==> src/rtl/prores_vlc_pkg.sv <==
// Shared types and scan tables for the ProRes AC VLC path.
// Holds the progressive/interlaced scan orders and the sequencer FSM type.
package prores_vlc_pkg;

  localparam int BLK_COEFFS   = 64;
  localparam int FIRST_AC_IDX = 1;

  typedef enum logic [1:0] {
    ST_IDLE,
    ST_READ,
    ST_DRAIN,
    ST_DONE
  } seq_state_e;

  localparam logic [5:0] SCAN_PROG [64] = '{
    6'd0,  6'd1,  6'd8,  6'd9,  6'd2,  6'd3,  6'd10, 6'd11,
    6'd16, 6'd17, 6'd24, 6'd25, 6'd18, 6'd19, 6'd26, 6'd27,
    6'd4,  6'd5,  6'd12, 6'd20, 6'd13, 6'd6,  6'd7,  6'd14,
    6'd21, 6'd28, 6'd29, 6'd22, 6'd15, 6'd23, 6'd30, 6'd31,
    6'd32, 6'd33, 6'd40, 6'd48, 6'd41, 6'd34, 6'd35, 6'd42,
    6'd49, 6'd56, 6'd57, 6'd50, 6'd43, 6'd36, 6'd37, 6'd44,
    6'd51, 6'd58, 6'd59, 6'd52, 6'd45, 6'd38, 6'd39, 6'd46,
    6'd53, 6'd60, 6'd61, 6'd54, 6'd47, 6'd55, 6'd62, 6'd63
  };

  localparam logic [5:0] SCAN_ILACE [64] = '{
    6'd0,  6'd8,  6'd1,  6'd9,  6'd16, 6'd24, 6'd17, 6'd25,
    6'd2,  6'd10, 6'd3,  6'd11, 6'd18, 6'd26, 6'd19, 6'd27,
    6'd32, 6'd40, 6'd33, 6'd34, 6'd41, 6'd48, 6'd56, 6'd49,
    6'd42, 6'd35, 6'd43, 6'd50, 6'd57, 6'd58, 6'd51, 6'd59,
    6'd4,  6'd12, 6'd5,  6'd6,  6'd13, 6'd20, 6'd28, 6'd21,
    6'd14, 6'd7,  6'd15, 6'd22, 6'd29, 6'd36, 6'd44, 6'd37,
    6'd30, 6'd23, 6'd31, 6'd38, 6'd45, 6'd52, 6'd60, 6'd53,
    6'd46, 6'd39, 6'd47, 6'd54, 6'd61, 6'd62, 6'd55, 6'd63
  };

  function automatic logic [5:0] scan_pos(
    input logic       sel,
    input logic [5:0] idx
  );
    return sel ? SCAN_ILACE[idx] : SCAN_PROG[idx];
  endfunction

endpackage

==> src/rtl/scan_order_rom.sv <==
// Combinational scan-order lookup: scan index -> raster position.
// SCAN_INTERLACED_EN adds a table select; otherwise progressive only.
module scan_order_rom
  import prores_vlc_pkg::*;
(
`ifdef SCAN_INTERLACED_EN
  input  logic       scan_sel_i,
`endif
  input  logic [5:0] idx_i,
  output logic [5:0] pos_o
);

  // Pick the raster position for the current scan index
  always_comb begin
`ifdef SCAN_INTERLACED_EN
    pos_o = scan_pos(scan_sel_i, idx_i);
`else
    pos_o = scan_pos(1'b0, idx_i);
`endif
  end

endmodule

==> src/rtl/ac_coeff_scan_sequencer.sv <==
// Streams a slice's AC coefficients in interleaved scan order with runs.
// Optional macro SCAN_INTERLACED_EN adds the scan_sel input.
module ac_coeff_scan_sequencer
  import prores_vlc_pkg::*;
#(
  parameter int MAX_BLOCKS = 32,
  parameter int ADDR_W     = 11,
  parameter int RUN_W      = 11
) (
  input  logic              clk,
  input  logic              reset_n,
  input  logic              slice_start,
  input  logic [5:0]        num_blocks,
`ifdef SCAN_INTERLACED_EN
  input  logic              scan_sel,
`endif
  output logic              busy,
  output logic              done,
  output logic              coef_rd_en,
  output logic [ADDR_W-1:0] coef_rd_addr,
  input  logic [31:0]       coef_rd_data,
  output logic              out_start,
  output logic              out_valid,
  output logic              out_end,
  output logic [31:0]       out_coeff,
  output logic              run_valid,
  output logic [RUN_W-1:0]  run_length
);

  localparam int         POS_W     = $clog2(BLK_COEFFS);
  localparam logic [6:0] MAXB      = 7'(MAX_BLOCKS);
  localparam logic [5:0] LAST_IDX  = 6'(BLK_COEFFS - 1);
  localparam logic [5:0] FIRST_IDX = 6'(FIRST_AC_IDX);

  seq_state_e state_q, state_d;
  logic       drain_q, drain_d;
  logic [5:0] nb_q, nb_d;
  logic [5:0] blk_q, blk_d;
  logic [5:0] idx_q, idx_d;

  logic [POS_W-1:0] pos;
  logic             accept;
  logic             start_ok;
  logic             last_blk;
  logic             last_idx;

  logic p1_v_q;
  logic p1_first_q;
  logic p1_last_q;

  logic [RUN_W-1:0] zero_cnt_q, zero_cnt_d;
  logic             rv_d;
  logic [RUN_W-1:0] rl_d;

  logic             out_start_q;
  logic             out_valid_q;
  logic             out_end_q;
  logic [31:0]      out_coeff_q;
  logic             run_valid_q;
  logic [RUN_W-1:0] run_length_q;

`ifdef SCAN_INTERLACED_EN
  logic sel_q, sel_d;

  scan_order_rom u_rom (
    .scan_sel_i (sel_q),
    .idx_i      (idx_q),
    .pos_o      (pos)
  );
`else
  scan_order_rom u_rom (
    .idx_i (idx_q),
    .pos_o (pos)
  );
`endif

  assign accept = slice_start
                & (num_blocks != 6'd0)
                & ({1'b0, num_blocks} <= MAXB);
  assign start_ok = (state_q == ST_IDLE) & accept;
  assign last_blk = (blk_q == nb_q - 6'd1);
  assign last_idx = (idx_q == LAST_IDX);

  // FSM state and walk counters
  always_ff @(posedge clk or negedge reset_n) begin
    if (!reset_n) begin
      state_q <= ST_IDLE;
      drain_q <= 1'b0;
      nb_q    <= '0;
      blk_q   <= '0;
      idx_q   <= '0;
`ifdef SCAN_INTERLACED_EN
      sel_q   <= 1'b0;
`endif
    end else begin
      state_q <= state_d;
      drain_q <= drain_d;
      nb_q    <= nb_d;
      blk_q   <= blk_d;
      idx_q   <= idx_d;
`ifdef SCAN_INTERLACED_EN
      sel_q   <= sel_d;
`endif
    end
  end

  // Next state: walk blocks fastest, then scan index
  always_comb begin
    state_d = state_q;
    drain_d = drain_q;
    nb_d    = nb_q;
    blk_d   = blk_q;
    idx_d   = idx_q;
`ifdef SCAN_INTERLACED_EN
    sel_d   = sel_q;
`endif
    unique case (state_q)
      ST_IDLE: begin
        if (accept) begin
          nb_d    = num_blocks;
          blk_d   = '0;
          idx_d   = FIRST_IDX;
          state_d = ST_READ;
`ifdef SCAN_INTERLACED_EN
          sel_d   = scan_sel;
`endif
        end
      end
      ST_READ: begin
        if (last_blk) begin
          blk_d = '0;
          if (last_idx) begin
            idx_d   = '0;
            drain_d = 1'b0;
            state_d = ST_DRAIN;
          end else begin
            idx_d = idx_q + 6'd1;
          end
        end else begin
          blk_d = blk_q + 6'd1;
        end
      end
      ST_DRAIN: begin
        drain_d = 1'b1;
        if (drain_q) begin
          drain_d = 1'b0;
          state_d = ST_DONE;
        end
      end
      ST_DONE: state_d = ST_IDLE;
      default: state_d = ST_IDLE;
    endcase
  end

  // FSM-decoded outputs
  always_comb begin
    busy         = (state_q != ST_IDLE);
    done         = (state_q == ST_DONE);
    coef_rd_en   = (state_q == ST_READ);
    coef_rd_addr = ADDR_W'({blk_q, pos});
  end

  // Tags travelling alongside the outstanding read
  always_ff @(posedge clk or negedge reset_n) begin
    if (!reset_n) begin
      p1_v_q     <= 1'b0;
      p1_first_q <= 1'b0;
      p1_last_q  <= 1'b0;
    end else begin
      p1_v_q     <= coef_rd_en;
      p1_first_q <= coef_rd_en & (idx_q == FIRST_IDX)
                  & (blk_q == 6'd0);
      p1_last_q  <= coef_rd_en & last_idx & last_blk;
    end
  end

  // Zero-run accounting on the returning data
  always_comb begin
    zero_cnt_d = zero_cnt_q;
    rv_d       = 1'b0;
    rl_d       = '0;
    if (start_ok) begin
      zero_cnt_d = '0;
    end else if (p1_v_q) begin
      if (coef_rd_data == '0) begin
        if (zero_cnt_q != '1)
          zero_cnt_d = zero_cnt_q + RUN_W'(1);
      end else begin
        rv_d       = 1'b1;
        rl_d       = zero_cnt_q;
        zero_cnt_d = '0;
      end
    end
  end

  // Registered element and run outputs
  always_ff @(posedge clk or negedge reset_n) begin
    if (!reset_n) begin
      zero_cnt_q   <= '0;
      out_start_q  <= 1'b0;
      out_valid_q  <= 1'b0;
      out_end_q    <= 1'b0;
      out_coeff_q  <= '0;
      run_valid_q  <= 1'b0;
      run_length_q <= '0;
    end else begin
      zero_cnt_q   <= zero_cnt_d;
      out_start_q  <= p1_v_q & p1_first_q;
      out_valid_q  <= p1_v_q;
      out_end_q    <= p1_v_q & p1_last_q;
      out_coeff_q  <= p1_v_q ? coef_rd_data : '0;
      run_valid_q  <= rv_d;
      run_length_q <= rl_d;
    end
  end

  assign out_start  = out_start_q;
  assign out_valid  = out_valid_q;
  assign out_end    = out_end_q;
  assign out_coeff  = out_coeff_q;
  assign run_valid  = run_valid_q;
  assign run_length = run_length_q;

  // Run counter never reaches its ceiling for legal slice sizes
  a_run_no_sat: assert property (
    @(posedge clk) disable iff (!reset_n) zero_cnt_q != '1
  );

endmodule

==> config.mk <==
export PLATFORM = sky130hd
export DESIGN_NAME = ac_coeff_scan_sequencer
export DESIGN_NICKNAME = d
export VERILOG_FILES = /design/src/rtl/prores_vlc_pkg.sv /design/src/rtl/scan_order_rom.sv /design/src/rtl/ac_coeff_scan_sequencer.sv
export SDC_FILE = /design/constraint.sdc
export NUM_CORES = 1
export LEC_CHECK = 0
export CORE_UTILIZATION = 34
export DETAILED_ROUTE_END_ITERATION = 10
export GPL_TIMING_DRIVEN = 0
export PLACE_DENSITY = 0.58
export REMOVE_ABC_BUFFERS = 1
export SYNTH_ARGS = -nofsm -noshare
export SYNTH_HDL_FRONTEND = slang
export SYNTH_HIERARCHICAL = 1
export SYNTH_SLANG_ARGS = --single-unit
==> constraint.sdc <==
create_clock -name clk -period 4 [get_ports clk]
set_clock_uncertainty 0.05 [all_clocks]
set_input_delay 0.4 -clock clk [delete_from_list [all_inputs] [get_ports clk]]
set_output_delay 0.4 -clock clk [all_outputs]
set_load 0.02 [all_outputs]
==> flow_summary_export.csv, run 1 <==
group,metric,value,unit
outcome,status,"completed",
final_layout,syn_to_final_growth,36.33,%
placed_design,port_buffers,101,
pwr,p_per_area,344.4,nW/um^2
clocking,htreeDepth,3,
clocking,cts_tree,"built",
clocking,clock-root-buffer,"clkbuf_16",
route,wire_per_inst,14.81,um
final_layout,nets,546,
final_layout,final_cell_mix,"clkdlybuf4s50_1, dfrtp_1, and2_1",
route,wl,9390,um
critical_path,worstSetupStartpoint,"idx_q[0]$_DFFE_PN0P_",
sta,rsz0062_at_grt,"no",
sta,period_needed,3.303,ns
sta,fin_ws,0.6972,ns
placed_design,dp_hpwl,6740,um
logic_synthesis,synth_flop_cell,"dfrtp_1",
sta,fmax,302.8,MHz
die,rows,39,
route,drc,0,
placed_design,gp_congestion,0.8018,
critical_path,crit_path_start_kind,"flip-flop",
route,vias_per_cell,5.000,
logic_synthesis,yosysSeqAreaShare,0.5101,
sta,drv_slew,0,
logic_synthesis,synthAdderAreaFrac,0.05910,
sta,final.period_utilization,0.8257,
logic_synthesis,synth_xor_area_frac,0.03266,
global_route,overflow,0,
run,max-cap-violations,0,
pwr,peakVddDrop,208.9,uV
hold_path,min_from,"p1_first_q$_DFF_PN0_",
die,dieArea,12270,sq um
logic_synthesis,ys_warn_count,6,
critical_path,crit_fanout,17,
critical_path,cp-end-kind,"output pin",
clocking,cts_inserted_buffers,9,
global_route,grtUsageMet2,0.2634,
logic_synthesis,synthMuxAreaShare,0.01617,
clocking,cts.clk_slew.worst_paths,0.06,ns
sta,max_slew.worst_pin.slew,0.9559,ns
logic_synthesis,synthSimpleGateAreaFrac,0.2165,
die,start_util,0.3508,
clocking,cts_sinks,82,
route,vias,3170,
global_route,globalRouteMet1Util,0.2003,
critical_path,cp.buffers_inverters,2,
global_route,grt_pass1_wl,15630,um
logic_synthesis,postSynthAreaPerCell,10.34,sq um
critical_path,critical_path_arrival,2.85,ns
placed_design,place_ws,0.4687,ns
clocking,cts_max_path_buffers,2,
final_layout,drive_gt1_frac,0.05295,
sta,setup-violations-final,0,
logic_synthesis,synthDistinctLibCells,57,
final_layout,antenna_cells,0,
logic_synthesis,syn_inst,389,
logic_synthesis,synth-edff-count,0,
die,die_w,110.8,um
route,first_pass_iters,4,
die,core-area,11470,sq um
final_layout,final_util,0.4782,
hold_path,hp-class,"reg -> reg",
global_route,grt_max_degree,52,
critical_path,r2r-start,"nb_q[0]$_DFFE_PN0N_",
sta,finalHoldViolCount,0,
logic_synthesis,synth_top_family_by_area,"simple AND/OR/NAND/NOR gates",
critical_path,required,3.55,ns
sta,max_slew_margin,0.3627,
die,die_height,110.8,um
global_route,grtUsageTotal,0.1576,
critical_path,critPathKind,"reg -> out",
critical_path,crit_chain,"inv_1 > ha_1 > a211o_1 > a311oi_1 > a21o_1 > clkdlybuf4s50_1",
critical_path,cp_top_family,"buffers and inverters",
global_route,grt_antenna_before_repair,0,
die,ioPinCount,102,
pwr,total_power,1.888,mW
global_route,grt_pass1_vias,3126,
global_route,grt_busiest_layer,"met2",
clocking,clock_latency,0.34,ns
logic_synthesis,yosysTopAreaCellShare,0.5101,
logic_synthesis,async_reset_ff_frac,1.000,
logic_synthesis,ys_ff_latch,82,
critical_path,cp_slowest_stage_delay,0.68,ns
route,drt_iter0_drc,82,
clocking,cts_setup_buffers,0,
logic_synthesis,syn_area,4023,sq um
route,drtAntennaViolNets,0,
sta,tns,0,ns
logic_synthesis,synth_compound_area_frac,0.1232,
global_route,use_met3,0.03663,
critical_path,crit_path_top_delay_cell,"dfrtp_1",
final_layout,layout_commonest_cell,"clkdlybuf4s50_1",
logic_synthesis,synth.top_cells.by_area,"dfrtp_1, and2_1, ha_1, xnor2_1, nand2_1",
logic_synthesis,yosysTopAreaCell,"dfrtp_1",
pwr,p_leak,2.258,nW
-- flip-flops by register name (all words and copies together), names as in the netlist, 2 cells and up --
register / flops
blk_q: 6
nb_q: 6
out_coeff: 32
run_length: 11
state_q: 2
idx_q: 6
zero_cnt_q: 11
-- power breakdown --
part           leakage (nW)  switching (mW)  total (mW)  internal (mW)
Sequential             1.03         0.00420       0.850          0.846
Combinational          1.08          0.0608       0.135         0.0745
Clock                 0.157           0.335       0.903          0.568
Total                  2.26           0.400        1.89           1.49
-- path summary, 6_finish.rpt --
path | to | slack (ns) | depth (start not counted)
min in group asynchronous | run_length[10]$_DFF_PN0_ | 0.49 | 2
min reg2reg | out_start$_DFF_PN0_ | 0.41 | 1
max reg2reg | state_q[1]$_DFFE_PN0P_ | 1.05 | 6
max in group asynchronous | nb_q[1]$_DFFE_PN0N_ | 2.81 | 3
max | coef_rd_addr[3] | 0.70 | 6
min | out_start$_DFF_PN0_ | 0.41 | 1
-- cell usage after synthesis, types with 3 or more instances --
cell type,instances
a211oi_1,3
a21o_1,3
a21oi_1,10
a31oi_1,4
and2_1,43
and3_1,3
buf_2,4
buf_4,6
clkbuf_1,7
dfrtp_1,82
ha_1,19
inv_1,21
mux2_2,4
nand2_1,25
nand2b_1,9
nand3_1,10
nand4_1,10
nor2_1,24
nor3_1,8
nor4_1,14
o211ai_1,4
o21ai_0,15
o22ai_1,3
o2bb2ai_1,3
xnor2_1,11
xor2_1,4
-- per-layer routing --
metal  wire length [um]  vias to the layer above
met5                  0                        -
met4                152                        0
met3                396                       13
met2               4395                       79
met1               4445                     1515
li1                   -                     1563
-- layout make-up --
class / instances / area, sq um
inverter: 21 / 78.83
clock buffer: 11 / 242.7
fill: 1090 / 5983
tap: 143 / 178.9
clock inverter: 5 / 85.08
timing repair buffer: 103 / 1046
multi-input combinational: 269 / 1800
sequential: 82 / 2052
-- cells by family after synthesis --
kind of cell    count (synthesis)
mux                             6
fa+ha+maj                      19
flops                          82
xor+xnor                       15
compound gates                 69
simple gates                  160
buf+inv                        38
-- stage by stage --
stage               area (sq um)  hold WS [ns]  std cells
floorplan                   3931       0.05441        372
global placement            5121        0.3904        616
detailed placement          5146        0.3306        617
CTS                         5484        0.4093        634
global route                5484        0.4191        634
finish                      5484        0.4065        634
-- repair_timing --
action / in CTS / in global routing
hold endpoints to repair: 31 / 0
resized for setup: 0 / 0
hold buffers: 1 / 0
-- worst register-to-register path, cell delays in order, from the launching register on --
cell      delay, ns
dfrtp_1        0.43
or4_1          0.52
or3_1          0.32
a2111o_1       0.55
o31ai_2        0.46
nand3_1        0.18
mux2_2         0.31
(Power assumes the default switching activity.)
==> run 2, diff against run 1 <==
Settings changed: PLACE_DENSITY 0.58 to 0.6.
Clock period 4 ns to 2.65 ns, I/O delays scaled along.
==> run 2 against run 1 <==
- the run now ends with setup timing left
- sequential share of layout area fell by 0.90 points
- first-iteration DRC count rose by 110%
- final cell count rose by 1.7%
- critical path depth did not move
- cell area rose by 3.0%
- clock-buffer cell count fell by 2
- clock power rose by 46%
- sequential power rose by 51%
==> flow_summary_export.csv, run 2 (synthesized netlist as in run 1, its figures left out) <==
group,metric,value,unit
critical_path,crit_path_start_kind,"flip-flop",
final_layout,drive_gt1_frac,0.1096,
sta,period_needed,2.681,ns
sta,tns,-0.06101,ns
clocking,cts.clk_slew.worst_paths,0.06,ns
route,vias_per_cell,5.087,
route,first_pass_iters,5,
sta,final.period_utilization,1.012,
placed_design,dp_hpwl,6741,um
hold_path,hp-class,"in -> async",
die,die_w,110.8,um
outcome,violations,"setup timing",
route,wl,9599,um
die,start_util,0.3508,
die,ioPinCount,102,
die,rows,39,
clocking,cts_sinks,82,
clocking,cts_inserted_buffers,9,
run,max-cap-violations,0,
global_route,grtUsageTotal,0.1628,
sta,setup-violations-final,3,
die,die_height,110.8,um
sta,fmax,373.0,MHz
placed_design,gp_congestion,0.8133,
global_route,overflow,0,
global_route,use_met3,0.02679,
critical_path,cp-end-kind,"flip-flop",
route,vias,3281,
final_layout,largest_reg_flops,32,
global_route,grt_pass1_vias,3352,
critical_path,cp_slowest_stage_delay,0.55,ns
placed_design,place_ws,-0.8266,ns
sta,max_slew_margin,0.3118,
clocking,clock-root-buffer,"clkbuf_16",
final_layout,nets,557,
critical_path,required,2.81,ns
pwr,peakVddDrop,293.3,uV
clocking,cts_max_path_buffers,2,
pwr,p_per_area,496.2,nW/um^2
final_layout,layout_commonest_cell,"clkdlybuf4s50_1",
final_layout,final_util,0.4927,
global_route,grt_pass1_wl,16150,um
sta,max_slew.worst_pin.slew,1.019,ns
die,dieArea,12270,sq um
sta,finalHoldViolCount,0,
route,drc,0,
route,wire_per_inst,14.88,um
outcome,status,"complete, but fails checks",
global_route,grt_antenna_before_repair,0,
global_route,grt_max_degree,64,
final_layout,syn_to_final_growth,40.47,%
sta,fin_ws,-0.03091,ns
final_layout,num-fill-cells,1050,
critical_path,crit_fanout,6,
pwr,p_leak,2.333,nW
critical_path,crit_chain,"or4_1 > or3_1 > a2111o_1 > o21ai_1 > nand2b_1 > o21ai_0",
route,drt_iter0_drc,171,
die,core-area,11470,sq um
clocking,htreeDepth,3,
sta,drv_slew,0,
clocking,clock_latency,0.33,ns
clocking,cts_tree,"built",
final_layout,final_cell_mix,"clkdlybuf4s50_1, dfrtp_1, and2_1",
critical_path,critical_path_arrival,2.84,ns
critical_path,critPathKind,"reg -> reg",
placed_design,port_buffers,101,
sta,rsz0062_at_grt,"yes",
global_route,globalRouteMet1Util,0.2011,
global_route,grt_busiest_layer,"met2",
global_route,grtUsageMet2,0.2787,
route,drtAntennaViolNets,0,
critical_path,crit_path_top_delay_cell,"or4_1",
final_layout,antenna_cells,0,
run 2: cell types whose count changed in the layout (fill, tap and decap cells not counted), sizes merged:
cell           delta
buf              +11
clkinv            +3
inv               -3
clkbuf            -2
clkdlybuf4s50     -3
clkinvlp          +2
dlymetal6s2s      +2
dlygate4sd2       +1
run 2: layer usage:
metal  part of all wire  wire (um)
met3              0.037        354
met2               0.51       4855
met1               0.44       4222
met5                  0          0
met4              0.017        167
run 2: per-stage QoR:
step | power [mW] | cells | hold WS, ns | instance area, sq um
2_1_floorplan | 1.360 | 372 | -0.08059 | 3931
3_3_place_gp | 1.504 | 616 | 0.3900 | 5121
3_5_place_dp | 1.512 | 617 | 0.1195 | 5146
4_1_cts | 2.846 | 641 | 0.3052 | 5558
5_1_grt | 2.910 | 645 | 0.3178 | 5650
6_report | 2.804 | 645 | 0.3058 | 5650
run 2: path summary, 6_finish.rpt:
check                                    startpoint                 endpoint  slack, ns  cells after the start
worst max-delay path            nb_q[1]$_DFFE_PN0N_     blk_q[0]$_DFFE_PN0P_      -0.03                      6
worst min-delay path                        reset_n  out_coeff[17]$_DFF_PN0_       0.31                      2
worst max register to register  nb_q[1]$_DFFE_PN0N_     blk_q[0]$_DFFE_PN0P_      -0.03                      6
worst min register to register  p1_last_q$_DFF_PN0_        out_end$_DFF_PN0_       0.41                      1
max in group asynchronous                   reset_n     idx_q[2]$_DFFE_PN0P_       1.64                      3
min in group clk                p1_last_q$_DFF_PN0_        out_end$_DFF_PN0_       0.41                      1
run 2: layout make-up:
class,instances,area (sq um),area share
clock buffers,9,225.2,0.03986
clock inverters,7,93.84,0.01661
inverters,21,82.58,0.01461
multi-input cells,269,1863,0.3297
flip-flops and latches,82,2063,0.3651
well taps,143,178.9,0.03167
repair buffers,114,1144,0.2024
run 2: power by group:
| part | total (mW) | switching [mW] | internal [mW] |
|---|---|---|---|
| registers | 1.28 | 0.00622 | 1.28 |
| clock network | 1.32 | 0.494 | 0.823 |
| logic | 0.205 | 0.0921 | 0.112 |
| total | 2.80 | 0.593 | 2.21 |
run 2: critical path, delay by kind of cell (launching register included):
kind	cells	cell delay [ns]
simple gates	3	1.13
compound gates	3	0.96
flops	1	0.41
run 2: timing repair:
item / CTS / global route
hold buffers: 1 / 0
pin swaps: 3 / 3
endpoints found under the hold margin: 19 / 0
cloned: 0 / 0
setup endpoints to repair: 27 / 26
gates resized for setup: 11 / 19
setup buffers: 7 / 4
==> edit: new RTL, config.mk and constraints of run 2 <==
Change the package constant `FIRST_AC_IDX` from 1 to 0.
--- a/src/rtl/prores_vlc_pkg.sv
+++ b/src/rtl/prores_vlc_pkg.sv
@@ -3,7 +3,7 @@
 package prores_vlc_pkg;
 
   localparam int BLK_COEFFS   = 64;
-  localparam int FIRST_AC_IDX = 1;
+  localparam int FIRST_AC_IDX = 0;
 
   typedef enum logic [1:0] {
     ST_IDLE,
Check against the original RTL: not equivalent (a bounded check fails within 4 cycles, from zero or initial values and one cycle with reset_n low).
==> edit against run 2 <==
The run ends with DRC, setup timing left; total power grew 1.8%; highest routed layer unchanged; critical path type unchanged; sequential cell count is the same; routed wire length grew 2.5%; area after synthesis grew 2.2%; setup slack gained 0.0022 ns; design area grew 1.3%; count of clock-buffer cells in the layout grew 2.
==> edit: results (changes against run 2) <==
<table>
<tr><th>Metric</th><th>Value</th></tr>
<tr><th colspan="2">Synthesis</th></tr>
<tr><td>Fraction of synthesized area in multiplexers</td><td>1.13% (-0.49 points)</td></tr>
<tr><td>Main area contributors after synthesis</td><td>sky130_fd_sc_hd__dfrtp_1 (50%), sky130_fd_sc_hd__and2_1 (7.0%), sky130_fd_sc_hd__ha_1 (5.8%)</td></tr>
<tr><td>Yosys cell types</td><td>63 (+11%)</td></tr>
<tr><td>List of most frequent post-synthesis cells</td><td>sky130_fd_sc_hd__dfrtp_1 (82), sky130_fd_sc_hd__and2_1 (46), sky130_fd_sc_hd__nand2_1 (27), sky130_fd_sc_hd__nor2_1 (26), sky130_fd_sc_hd__inv_1 (21)</td></tr>
<tr><td>Post-synthesis share of cell area spent on xor and xnor gates</td><td>2.56% (-0.71 points)</td></tr>
<tr><td>Fraction of the yosys area taken by sequential cells</td><td>49.9% (-1.1 points)</td></tr>
<tr><th colspan="2">Route</th></tr>
<tr><td>Final routed DRC violation total</td><td>15 (+15)</td></tr>
<tr><td>Total vias in the final route</td><td>3,396 (+3.5%)</td></tr>
<tr><td>Total wirelength of the detailed-routed design</td><td>9840 um (+2.5%)</td></tr>
<tr><td>1st-iter DRT viols</td><td>303 (+77%)</td></tr>
<tr><td>1st-pass router iterations</td><td>10 (+5)</td></tr>
<tr><th colspan="2">Run status</th></tr>
<tr><td>Violated checks</td><td>DRC, setup timing</td></tr>
<tr><td>Result of the run</td><td>finished with violations</td></tr>
<tr><th colspan="2">Global routing</th></tr>
<tr><td>Global-route wire length before repair</td><td>16,100 um (-0.43%)</td></tr>
<tr><td>Largest net degree at the start of global routing</td><td>54 (-16%)</td></tr>
<tr><td>All-Layer GR Usage</td><td>16.1% (-0.20 points)</td></tr>
<tr><th colspan="2">Setup path</th></tr>
<tr><td>CP max stage cell</td><td>sky130_fd_sc_hd__or4_4</td></tr>
<tr><td>Max incr delay on CP</td><td>0.53 ns (-0.02 ns)</td></tr>
<tr><td>Worst reg2reg endpoint</td><td>state_q[1]$_DFFE_PN0P_</td></tr>
<tr><td>Largest fanout of any net on the critical path</td><td>3 (-3)</td></tr>
<tr><th colspan="2">STA</th></tr>
<tr><td>Worst path setup slack after routing</td><td>-0.0287 ns (+0.00223 ns)</td></tr>
<tr><td>Number of endpoints failing setup at the final stage</td><td>1 (-2)</td></tr>
<tr><th colspan="2">Placed design</th></tr>
<tr><td>GPL Wtd Cong</td><td>0.825 (+1.4%)</td></tr>
<tr><td>Placed cell areas</td><td>5210 um^2 (+1.3%)</td></tr>
<tr><td>Estimated wirelength of the detail-placed design</td><td>6890 um (+2.1%)</td></tr>
<tr><th colspan="2">Power and ir drop</th></tr>
<tr><td>Leakage power figure</td><td>2.41 nW (+3.4%)</td></tr>
<tr><td>Largest vdd supply drop</td><td>0.256 mV (-13%)</td></tr>
<tr><th colspan="2">Layout</th></tr>
<tr><td>Number of nets in the finished design</td><td>569 (+2.2%)</td></tr>
</table>
## edit: cell count changes after synthesis, sizes merged, moves of 3 or more
cell,run 2,this run
a21oi,10,18
a31oi,4,1
and2,43,46
clkbuf,7,11
nand2b,9,6
nand3,10,19
nand4,10,7
nor4,14,10
o21ai,17,22
o31ai,2,5
## edit: cells by family after synthesis
kind of cell / Yosys count
compound gates: 79
mux: 4
xor+xnor: 12
fa+ha+maj: 19
buf+inv: 44
flops: 82
simple gates: 168
## edit: worst max-delay path by stage
stage                   startpoint                     end  cells after the start
3_3_place_gp               reset_n    idx_q[3]$_DFFE_PN0P_                      1
5_1_grt        nb_q[1]$_DFFE_PN0N_  state_q[1]$_DFFE_PN0P_                      6
6_report       nb_q[1]$_DFFE_PN0N_  state_q[1]$_DFFE_PN0P_                      6
2_1_floorplan  nb_q[0]$_DFFE_PN0N_  state_q[1]$_DFFE_PN0P_                      6
3_5_place_dp         num_blocks[0]    idx_q[3]$_DFFE_PN0P_                      7
4_1_cts        nb_q[1]$_DFFE_PN0N_  state_q[1]$_DFFE_PN0P_                      6
## edit: layer usage
metal,vias up,GRT usage [%],share of wire [%]
met5,-,0,0
met3,14,3.10,7.0
li1,1620,-,-
met1,1636,21.8,45
met2,126,25.3,47
met4,0,6.40,1.5
## edit: metrics by stage
| stage | hold slack [ns] | util, % | power, mW | TNS [ns] | std cells |
|---|---|---|---|---|---|
| final | 0.360 | 49.3 | 2.86 | -0.0287 | 657 |
| after global routing | 0.392 | 49.3 | 2.98 | -0.239 | 657 |
| after CTS | 0.376 | 48.6 | 2.89 | -0.0130 | 656 |
| after detailed placement | 0.181 | 44.9 | 1.51 | -14.54 | 631 |
| after global placement | 0.393 | 44.7 | 1.51 | -148.12 | 630 |
| after floorplan | -0.0806 | - | 1.36 | -0.0904 | 386 |
## edit: repair_timing
action,CTS,global route
hold buffers,1,0
endpoints found under the hold margin,29,0
endpoints found under the setup margin,25,16
gates resized for setup,10,16
setup buffers,8,1
pin swaps,6,1
gates cloned,0,0
## edit: power breakdown
part	switching, mW	internal, mW	leakage, nW
registers	0.00626	1.28	1.02
logic	0.0938	0.113	1.23
clock network	0.485	0.881	0.162
total	0.585	2.27	2.41
## edit: area by class of cell
class,instances,area (um^2),share of cell area [%]
timing repair buffer,112,1120,19.5
inverter,22,86.3,1.51
sequential,82,2060,35.9
clock buffer,11,253,4.42
tap,143,179,3.13
multi-input combinational,282,1950,34.0
clock inverter,5,85.1,1.49
